$ cat config.mk
export PLATFORM = sky130hd
export DESIGN_NAME = alu_issue
export DESIGN_NICKNAME = d
export VERILOG_FILES = /design/src/rtl/alu_pkg.sv /design/src/rtl/alu_lat_decode.sv /design/src/rtl/alu_issue.sv
export SDC_FILE = /design/constraint.sdc
export NUM_CORES = 1
export LEC_CHECK = 0
export ABC_AREA = 1
export CAP_MARGIN = 20
export CORE_ASPECT_RATIO = 0.6
export CORE_MARGIN = 8
export CORE_UTILIZATION = 25
export CTS_CLUSTER_SIZE = 40
export DETAILED_ROUTE_END_ITERATION = 16
export GPL_TIMING_DRIVEN = 0
export HOLD_SLACK_MARGIN = 0.15
export PLACE_DENSITY_LB_ADDON = 0.1
export RECOVER_POWER = 50
export SETUP_SLACK_MARGIN = 0.1
export SYNTH_ARGS = -nofsm -noshare
export SYNTH_HDL_FRONTEND = slang
export SYNTH_SLANG_ARGS = --single-unit
$ cat constraint.sdc
create_clock -name clk -period 2.1 [get_ports clk]
set_input_delay 0.42 -clock clk [delete_from_list [all_inputs] [get_ports clk]]
set_output_delay 0.42 -clock clk [all_outputs]
set_load 0.005 [all_outputs]
$ cat src/rtl/alu_pkg.sv
// rtl/alu_pkg.sv - class codes, opcode constants, NOP pair and issue states for alu_issue
package alu_pkg;

  // instruction classes carried on sorf
  localparam logic [1:0] SORF_IMM  = 2'b00;
  localparam logic [1:0] SORF_SPEC = 2'b01;
  localparam logic [1:0] SORF_FPU  = 2'b10;

  // class 00: opcode field
  localparam logic [5:0] OP_BEQ  = 6'b000100;
  localparam logic [5:0] OP_BNE  = 6'b000101;
  localparam logic [5:0] OP_BLEZ = 6'b000110;
  localparam logic [5:0] OP_BGTZ = 6'b000111;
  localparam logic [5:0] OP_ADDI = 6'b001000;
  localparam logic [5:0] OP_SLTI = 6'b001010;
  localparam logic [5:0] OP_ANDI = 6'b001100;
  localparam logic [5:0] OP_ORI  = 6'b001101;
  localparam logic [5:0] OP_XORI = 6'b001110;
  localparam logic [5:0] OP_LUI  = 6'b001111;

  // class 01: function field
  localparam logic [5:0] FUNC_SLL  = 6'b000000;
  localparam logic [5:0] FUNC_SRL  = 6'b000010;
  localparam logic [5:0] FUNC_SRA  = 6'b000011;
  localparam logic [5:0] FUNC_JR   = 6'b001000;
  localparam logic [5:0] FUNC_ADD  = 6'b100000;
  localparam logic [5:0] FUNC_ADDU = 6'b100001;
  localparam logic [5:0] FUNC_SUB  = 6'b100010;
  localparam logic [5:0] FUNC_SUBU = 6'b100011;
  localparam logic [5:0] FUNC_AND  = 6'b100100;
  localparam logic [5:0] FUNC_OR   = 6'b100101;
  localparam logic [5:0] FUNC_XOR  = 6'b100110;
  localparam logic [5:0] FUNC_NOR  = 6'b100111;
  localparam logic [5:0] FUNC_SLT  = 6'b101010;
  localparam logic [5:0] FUNC_SLTU = 6'b101011;

  // class 10: FPU function field
  localparam logic [5:0] FPU_ADD  = 6'b000000;
  localparam logic [5:0] FPU_SUB  = 6'b000001;
  localparam logic [5:0] FPU_MUL  = 6'b000010;
  localparam logic [5:0] FPU_SQRT = 6'b000100;
  localparam logic [5:0] FPU_ABS  = 6'b000101;
  localparam logic [5:0] FPU_MOV  = 6'b000110;
  localparam logic [5:0] FPU_NEG  = 6'b000111;

  // pair driven to the execution unit whenever nothing is executing
  localparam logic [1:0] NOP_SORF = 2'b00;
  localparam logic [5:0] NOP_OP   = 6'b000000;

  // issue sequencer states
  typedef logic [1:0] state_t;
  localparam state_t ST_IDLE = 2'd0;
  localparam state_t ST_EXEC = 2'd1;
  localparam state_t ST_CAPT = 2'd2;

endpackage

$ cat src/rtl/alu_lat_decode.sv
// rtl/alu_lat_decode.sv - maps (sorf, op) to latency class, register-write and branch flags
module alu_lat_decode
  import alu_pkg::*;
(
  input  logic [1:0] sorf,
  input  logic [5:0] op,
  output logic       lat_multi,
  output logic       writes_reg,
  output logic       is_branch
);

  // table lookup; anything not listed is a single-cycle op with no side effect
  always_comb begin
    lat_multi  = 1'b0;
    writes_reg = 1'b0;
    is_branch  = 1'b0;
    case (sorf)
      SORF_IMM: begin
        case (op)
          OP_ADDI, OP_ANDI, OP_ORI, OP_XORI, OP_SLTI, OP_LUI: writes_reg = 1'b1;
          OP_BEQ, OP_BNE, OP_BGTZ, OP_BLEZ:                   is_branch  = 1'b1;
          default: ;
        endcase
      end
      SORF_SPEC: begin
        case (op)
          FUNC_SLL, FUNC_SRL, FUNC_SRA, FUNC_ADD, FUNC_ADDU, FUNC_SUB, FUNC_SUBU,
          FUNC_AND, FUNC_OR, FUNC_XOR, FUNC_NOR, FUNC_SLT, FUNC_SLTU: writes_reg = 1'b1;
          default: ;
        endcase
      end
      SORF_FPU: begin
        case (op)
          FPU_ADD, FPU_SUB, FPU_MUL, FPU_SQRT: begin
            writes_reg = 1'b1;
            lat_multi  = 1'b1;
          end
          FPU_ABS, FPU_MOV, FPU_NEG: writes_reg = 1'b1;
          default: ;
        endcase
      end
      default: ;
    endcase
  end

endmodule

$ cat src/rtl/alu_issue.sv
// rtl/alu_issue.sv - single-issue ALU/FPU sequencer; ALU_ISSUE_PERF_EN adds perf counters
module alu_issue
  import alu_pkg::*;
#(
  parameter int INST_SIZE = 10,
  parameter int MULTI_LAT = 3
) (
  input  logic                 clk,
  input  logic                 rstn,
  input  logic                 in_valid,
  output logic                 in_ready,
  input  logic [1:0]           in_sorf,
  input  logic [5:0]           in_op,
  input  logic [4:0]           in_rd,
  input  logic [31:0]          in_s,
  input  logic [31:0]          in_t,
  input  logic [31:0]          in_imm,
  input  logic [INST_SIZE-1:0] in_pc,
  output logic [1:0]           ex_sorf,
  output logic [5:0]           ex_op,
  output logic [31:0]          ex_s,
  output logic [31:0]          ex_t,
  output logic [31:0]          ex_imm,
  input  logic [31:0]          ex_d,
  output logic                 wb_valid,
  output logic [4:0]           wb_rd,
  output logic [31:0]          wb_data,
  output logic [INST_SIZE-1:0] wb_pc,
  output logic                 br_valid,
  output logic                 br_taken
`ifdef ALU_ISSUE_PERF_EN
  ,
  output logic [31:0]          perf_issued,
  output logic [31:0]          perf_stall
`endif
);

  localparam logic [3:0] LAT_MULTI = 4'(MULTI_LAT);

  state_t               state;
  logic [3:0]           cnt;
  logic [3:0]           h_lat;
  logic [4:0]           h_rd;
  logic [INST_SIZE-1:0] h_pc;
  logic                 h_wr;
  logic                 h_br;
  logic                 d_multi;
  logic                 d_wr;
  logic                 d_br;

  alu_lat_decode u_dec (
    .sorf       (in_sorf),
    .op         (in_op),
    .lat_multi  (d_multi),
    .writes_reg (d_wr),
    .is_branch  (d_br)
  );

  assign in_ready = (state == ST_IDLE);

  // accept, hold operands for L cycles, then park the execution unit on NOP
  always_ff @(posedge clk or negedge rstn) begin
    if (!rstn) begin
      state   <= ST_IDLE;
      cnt     <= 4'd0;
      h_lat   <= 4'd0;
      h_rd    <= 5'd0;
      h_pc    <= '0;
      h_wr    <= 1'b0;
      h_br    <= 1'b0;
      ex_sorf <= NOP_SORF;
      ex_op   <= NOP_OP;
      ex_s    <= 32'd0;
      ex_t    <= 32'd0;
      ex_imm  <= 32'd0;
    end else begin
      case (state)
        ST_IDLE: begin
          if (in_valid) begin
            ex_sorf <= in_sorf;
            ex_op   <= in_op;
            ex_s    <= in_s;
            ex_t    <= in_t;
            ex_imm  <= in_imm;
            h_rd    <= in_rd;
            h_pc    <= in_pc;
            h_wr    <= d_wr && (in_rd != 5'd0);
            h_br    <= d_br;
            h_lat   <= d_multi ? LAT_MULTI : 4'd1;
            cnt     <= 4'd1;
            state   <= ST_EXEC;
          end
        end
        ST_EXEC: begin
          cnt <= cnt + 4'd1;
          if (cnt == h_lat) begin
            ex_sorf <= NOP_SORF;
            ex_op   <= NOP_OP;
            state   <= ST_CAPT;
          end
        end
        ST_CAPT: begin
          cnt   <= 4'd0;
          state <= ST_IDLE;
        end
        default: state <= ST_IDLE;
      endcase
    end
  end

  // capture the execution result and emit one-cycle writeback / branch pulses
  always_ff @(posedge clk or negedge rstn) begin
    if (!rstn) begin
      wb_valid <= 1'b0;
      wb_rd    <= 5'd0;
      wb_data  <= 32'd0;
      wb_pc    <= '0;
      br_valid <= 1'b0;
      br_taken <= 1'b0;
    end else begin
      wb_valid <= 1'b0;
      br_valid <= 1'b0;
      if (state == ST_CAPT) begin
        wb_data  <= ex_d;
        wb_rd    <= h_rd;
        wb_pc    <= h_pc;
        wb_valid <= h_wr;
        br_valid <= h_br;
        if (h_br) begin
          br_taken <= ex_d[0];
        end
      end
    end
  end

`ifdef ALU_ISSUE_PERF_EN
  // accepted-instruction and blocked-offer counters, free-running with wrap
  always_ff @(posedge clk or negedge rstn) begin
    if (!rstn) begin
      perf_issued <= 32'd0;
      perf_stall  <= 32'd0;
    end else begin
      if (in_valid && in_ready) begin
        perf_issued <= perf_issued + 32'd1;
      end
      if (in_valid && !in_ready) begin
        perf_stall <= perf_stall + 32'd1;
      end
    end
  end
`endif

endmodule

### Word-level counts from Yosys, hierarchy flattened

Cells that the tools add are included.

* flip-flop bits (word level): 181
* input port bits: 154
* output and inout bits: 155
* logic and storage cells: 88

* add/sub/neg operators: 1
* equality and inequality tests: 30
* muxes and demuxes: 22
* reductions and logical operators: 17

Operators with widths (count)
* 6-bit == test (second input constant): 10
* 6-bit by 4-bit == test with 1-bit output (second input constant): 6
* 6-bit by 3-bit == test with 1-bit output (second input constant): 4
* 13-bit OR reduction: 1
* 6-bit by 2-bit == test with 1-bit output (second input constant): 2
* 6-bit 2-to-1 mux: 2
* 4-bit one-hot mux with 3 select lines: 1
* 6-bit one-hot mux with 2 select lines: 1
* 2-bit 2-to-1 mux: 5
* 1-bit 2-to-1 mux: 9
* 2-bit one-hot mux with 2 select lines: 2
* 2-bit AND reduction: 4
* 4-bit OR reduction: 2
* 7-bit OR reduction: 1
* 6-bit by 1-bit == test with 1-bit output (second input constant): 1
* 6-bit logical NOT: 1
* 6-bit OR reduction: 1
* 5-bit nonzero test: 1
* 4-bit by 1-bit adder with 4-bit output (second input constant): 1
* 2-bit by 1-bit == test with 1-bit output (second input constant): 2
* 2-bit == test (second input constant): 2
* 4-bit == test: 1
* 2-bit logical NOT: 2
* 4-bit 2-to-1 mux: 1
* 6 further kinds: 7

### Depth between registers and ports, before layout

* depth after elaboration: 5
* mapped depth: 9

### Modules after synthesis

From an unflattened synthesis, not the netlist that was laid out.

* cells, all modules: 720
* area, all modules: 7124.3 um^2

Modules (own cells, without submodules)
* alu_issue: times used 1, cells an instance 683, area each 6952.9 um^2
* alu_lat_decode: times used 1, cells an instance 37, area each 171.4 um^2

### Worst setup path after synthesis

Ideal clock, no wire load.

* kind: reg2reg
* from: register state[0]
* to: register cnt[2]
* library setup time: 73 ps
* arrival time: 1340 ps
* required time: 2027 ps
* setup slack: 687 ps
* stages on the path, launching flop included: 8
* period minus slack after synthesis: 1413 ps
* cell sequence: dfrtp_1 -> inv_1 -> ha_1 -> buf_4 -> a21oi_4 -> and2_4 -> o21ai_2 -> a21oi_2

* cells in the longest elaborated chain, start to end: 3
* elaborated cells on any way between the ends: 7
* those cells by class: eq/ne (3); mux (1); reduce/logical (3)

RTL lines
* from (decl): RTL line alu_issue.sv:40 `state_t state;`
* from (signal assigned): RTL line alu_issue.sv:64 `state <= ST_IDLE;`
* from (signal assigned): RTL line alu_issue.sv:91 `state <= ST_EXEC;`
* from (signal assigned): RTL line alu_issue.sv:99 `state <= ST_CAPT;`
* 2-bit logical NOT (*)
* named net in_ready: RTL line alu_issue.sv:11 `output logic in_ready,`
* 2-bit inequality test (no source line) / 3-bit nonzero test (equally long branches)
* 2-bit AND reduction (no source line)
* to (signal assigned): RTL line alu_issue.sv:95 `cnt <= cnt + 4'd1;`
* to (decl): RTL line alu_issue.sv:41 `logic [3:0] cnt;`

Mark *: on every way through the listed nets, which the timed path passes. The rest lies on a longest branch.
A chain may end at the register's enable or synchronous reset.

### Final worst setup path

* from: register state[0]
* to: output port in_ready

* cells in the longest elaborated chain, start to end: 1

RTL lines
* 2-bit logical NOT: RTL line alu_issue.sv:59 `assign in_ready = (state == ST_IDLE);`
* to (decl): RTL line alu_issue.sv:11

Every way passes these cells.

==> metrics.yaml <==
run_status:
  status: "complete, no violations"
min_path:
  hold_depth: 3
  hold_end: "ex_op[4]$_DFFE_PN0P_"
  hold_path_class: "in2reg"
  min-delay-start: "in_valid"
logic_synthesis:
  synth_warnings: 0
  synth_compound_area_share_pct: 1.88
  synthDominantCellAreaShare_pct: 63.1
  synthAdderAreaFrac_pct: 0.881
  synth_xor_area_share_pct: 0.123
  synth_fp_nets: 868
  synth.distinct_cells: 29
  yosys.area.top_type: "dfrtp_1"
  yosys.area_share.simple_pct: 22.4
  synth_top_family_by_area: "simple AND/OR/NAND/NOR gates"
  ys_seq_area_share_pct: 63.1
  synth-seq-cells: 179
  synth_area_leaders: "dfrtp_1 (63%), nand2_1 (19%), mux2_2 (7.3%)"
  synth_area_sq_mm: 0.00710
  synth_cells: 709
  muxShareOfSynthArea_pct: 7.29
  syn_avg_cell_area_sq_um: 10.0
sta:
  hold_viol: 0
  min_period_ps: 1910
  rsz0062_at_grt: "no"
  tns_ps: 0
  whs_ps: 285
  fin_skew_ps: 10.5
  worst_pin_slew_ps: 705
  setup_viol: 0
  fmax_mhz: 524
  finalCritPeriodShare_pct: 90.9
  slew_viol_final: 0
  slew_headroom_pct: 53.0
floorplan:
  die_x_um: 234
  num_rows: 47
  initial_core_util_pct: 25.6
  die_h_um: 147
  ios: 309
  coreArea_sq_mm: 0.0278
  fp.dieArea_sq_mm: 0.0342
setup_path:
  crit_required_ps: 1680
  crit_arrival_ps: 1490
  cp_max_fo: 4
  cp_top_family: "flip-flops"
  slowest_delay_ps: 410
  r2r_end: "ex_s[28]$_DFFE_PN0P_"
  cp_slowest_cell: "dfrtp_1"
  r2r_setup_slack_ps: 260
  crit_path_start_kind: "flip-flop"
  critical_path_buf_inv_count: 2
  cp-end-kind: "output pin"
  path_class: "reg2out"
  cp_cell_sequence: "inv_1, ha_1, dlygate4sd2_1"
  timing.rr.start: "state[0]$_DFFE_PN0P_"
  reg2reg_depth: 8
detailed_routing:
  final_antenna_net_count: 0
  viasPerCell: 4.07
  first_pass_iters: 4
  drc_errors: 0
  routed_wl_mm: 24.2
  dr.first_iter.drc_count: 270
  avgRoutedWirePerCell_um: 17.1
  vias: 5767
cells_and_area:
  area_growth_pct: 58.5
  fillCellCount: 2802
  drive_gt1_share_pct: 11.1
  nets: 1196
  diodes: 0
clock_network:
  cts.sinks: 179
  cts.path.max_buffers: 2
  cts_inserted_buffers: 17
  cts_tree: "done"
  postCtsSetupBuffers: 0
  h-tree-depth: 4
  clkTransAtPathRegs_ps: 70
  insertion_delay_ps: 450
  cts-root-buf: "clkbuf_16"
global_route:
  grt_usage_pct: 14.4
  grt_antenna_before_repair: 3
  grt_pass1_wl_mm: 37.6
  grt.overflow.total: 0
  grt_pass1_vias: 6182
  grt_max_degree: 93
place:
  portBuffers: 307
  gp_congestion: 0.755
  dp_hpwl_mm: 17.9
power_and_ir_drop:
  ir_drop_mv: 0.633
  p_per_area_mw_per_mm2: 1410
  p_leak_nw: 5.30
run:
  maxCapViolCount: 0
## cell type report
type | count | area (sq um) | share of cell area (%)
clock buffers | 21 | 470 | 4.18
inverters | 20 | 75.1 | 0.667
clock inverters | 11 | 150 | 1.33
repair buffers | 309 | 3110 | 27.7
multi-input cells | 477 | 2310 | 20.5
well taps | 367 | 459 | 4.08
plain buffers | 33 | 205 | 1.82
flip-flops and latches | 179 | 4480 | 39.8
## timing repair
item | 4_1_cts | 5_1_grt
resized for setup | 2 | 0
endpoints found under the setup margin | 1 | 0
endpoints found under the hold margin | 87 | 0
hold buffers | 1 | 0
## layout by cell type (no fill, tap or decap), drive strengths merged
cell type	netlist	routed
dfrtp	179	179
bufinv	0	3
buf	33	21
nor2	10	10
ha	5	5
a21oi	4	4
o21bai	1	1
nor2b	1	1
o21ai	12	12
mux2	46	46
xor2	1	1
clkdlybuf4s50	0	305
clkinvlp	0	5
nand3	16	16
nand4	9	9
a21boi	1	1
o22ai	2	2
dlygate4sd3	0	1
clkinv	0	1
dlygate4sd2	0	1
nand2	366	366
and2	1	1
inv	20	22
clkbuf	0	35
or2	1	1
nor3	1	1
## state kept, by name, indices dropped and copies added (netlist names)
signal / count
br_taken: 1
br_valid: 1
cnt: 4
ex_imm: 32
ex_op: 6
ex_s: 32
ex_sorf: 2
ex_t: 32
h_br: 1
h_lat: 2
h_pc: 10
h_rd: 5
h_wr: 1
state: 2
wb_data: 32
wb_pc: 10
wb_rd: 5
wb_valid: 1
## report_power, final
part | switching, W | internal, W | total [W]
clock network | 0.00143 | 0.00197 | 0.00341
registers | 0.000825 | 0.00504 | 0.00586
logic | 0.00277 | 0.00380 | 0.00657
## worst min-delay path: stages
cell and delay, ps:
buf_6 120, nand4_1 90, nand2_1 50
## stage by stage
step,util (%),cells,power [W],setup WS [ps],cell area [sq um]
2_1_floorplan,-,709,0.00840,687,7100
3_3_place_gp,38.3,1383,0.0127,-7680,10600
3_5_place_dp,38.4,1384,0.0127,367,10700
4_1_cts,40.7,1417,0.0163,164,11300
5_1_grt,40.6,1417,0.0170,79.6,11300
6_report,40.6,1417,0.0158,191,11300
## cells by family (layout without fill, tap and decap cells)
group | count (synthesis) | count (layout)
AO/OA/AOI/OAI | 20 | 20
XOR/XNOR | 1 | 1
adder cells (fa/ha/maj) | 5 | 5
buffers and inverters | 53 | 394
flip-flops | 179 | 179
multiplexers | 46 | 46
AND/OR/NAND/NOR | 405 | 405
## layer usage
| layer | global-route usage (%) | up-vias | routed length [um] |
|---|---|---|---|
| met4 | 2.82 | 6 | 198 |
| met5 | 0 | - | 37 |
| met3 | 8.01 | 17 | 2480 |
| met1 | 18.2 | 2689 | 11000 |
| li1 | - | 2882 | - |
| met2 | 21.3 | 173 | 10400 |
## cell usage after synthesis, drive strengths merged
cell type and number:
nor3 1, buf 33, nor2b 1, mux2 46, xor2 1, a21boi 1
and2 1, a21oi 4, ha 5, nand3 16, nand4 9, or2 1
o21ai 12, dfrtp 179, o21bai 1, o22ai 2, nor2 10, nand2 366
inv 20
## worst max path at each step
stage	from	endpoint	slack, ps	cells after the start
after floorplan	state[0]$_DFFE_PN0P_	cnt[2]$_DFFE_PN0P_	690	7
after CTS	state[0]$_DFFE_PN0P_	in_ready	160	3
after global routing	state[0]$_DFFE_PN0P_	ex_s[28]$_DFFE_PN0P_	80	8
after detailed placement	state[0]$_DFFE_PN0P_	in_ready	370	3
after global placement	rstn	ex_s[4]$_DFFE_PN0P_	-7680	1
final	state[0]$_DFFE_PN0P_	in_ready	190	3
Note: power is estimated with default switching activity, not from simulation.
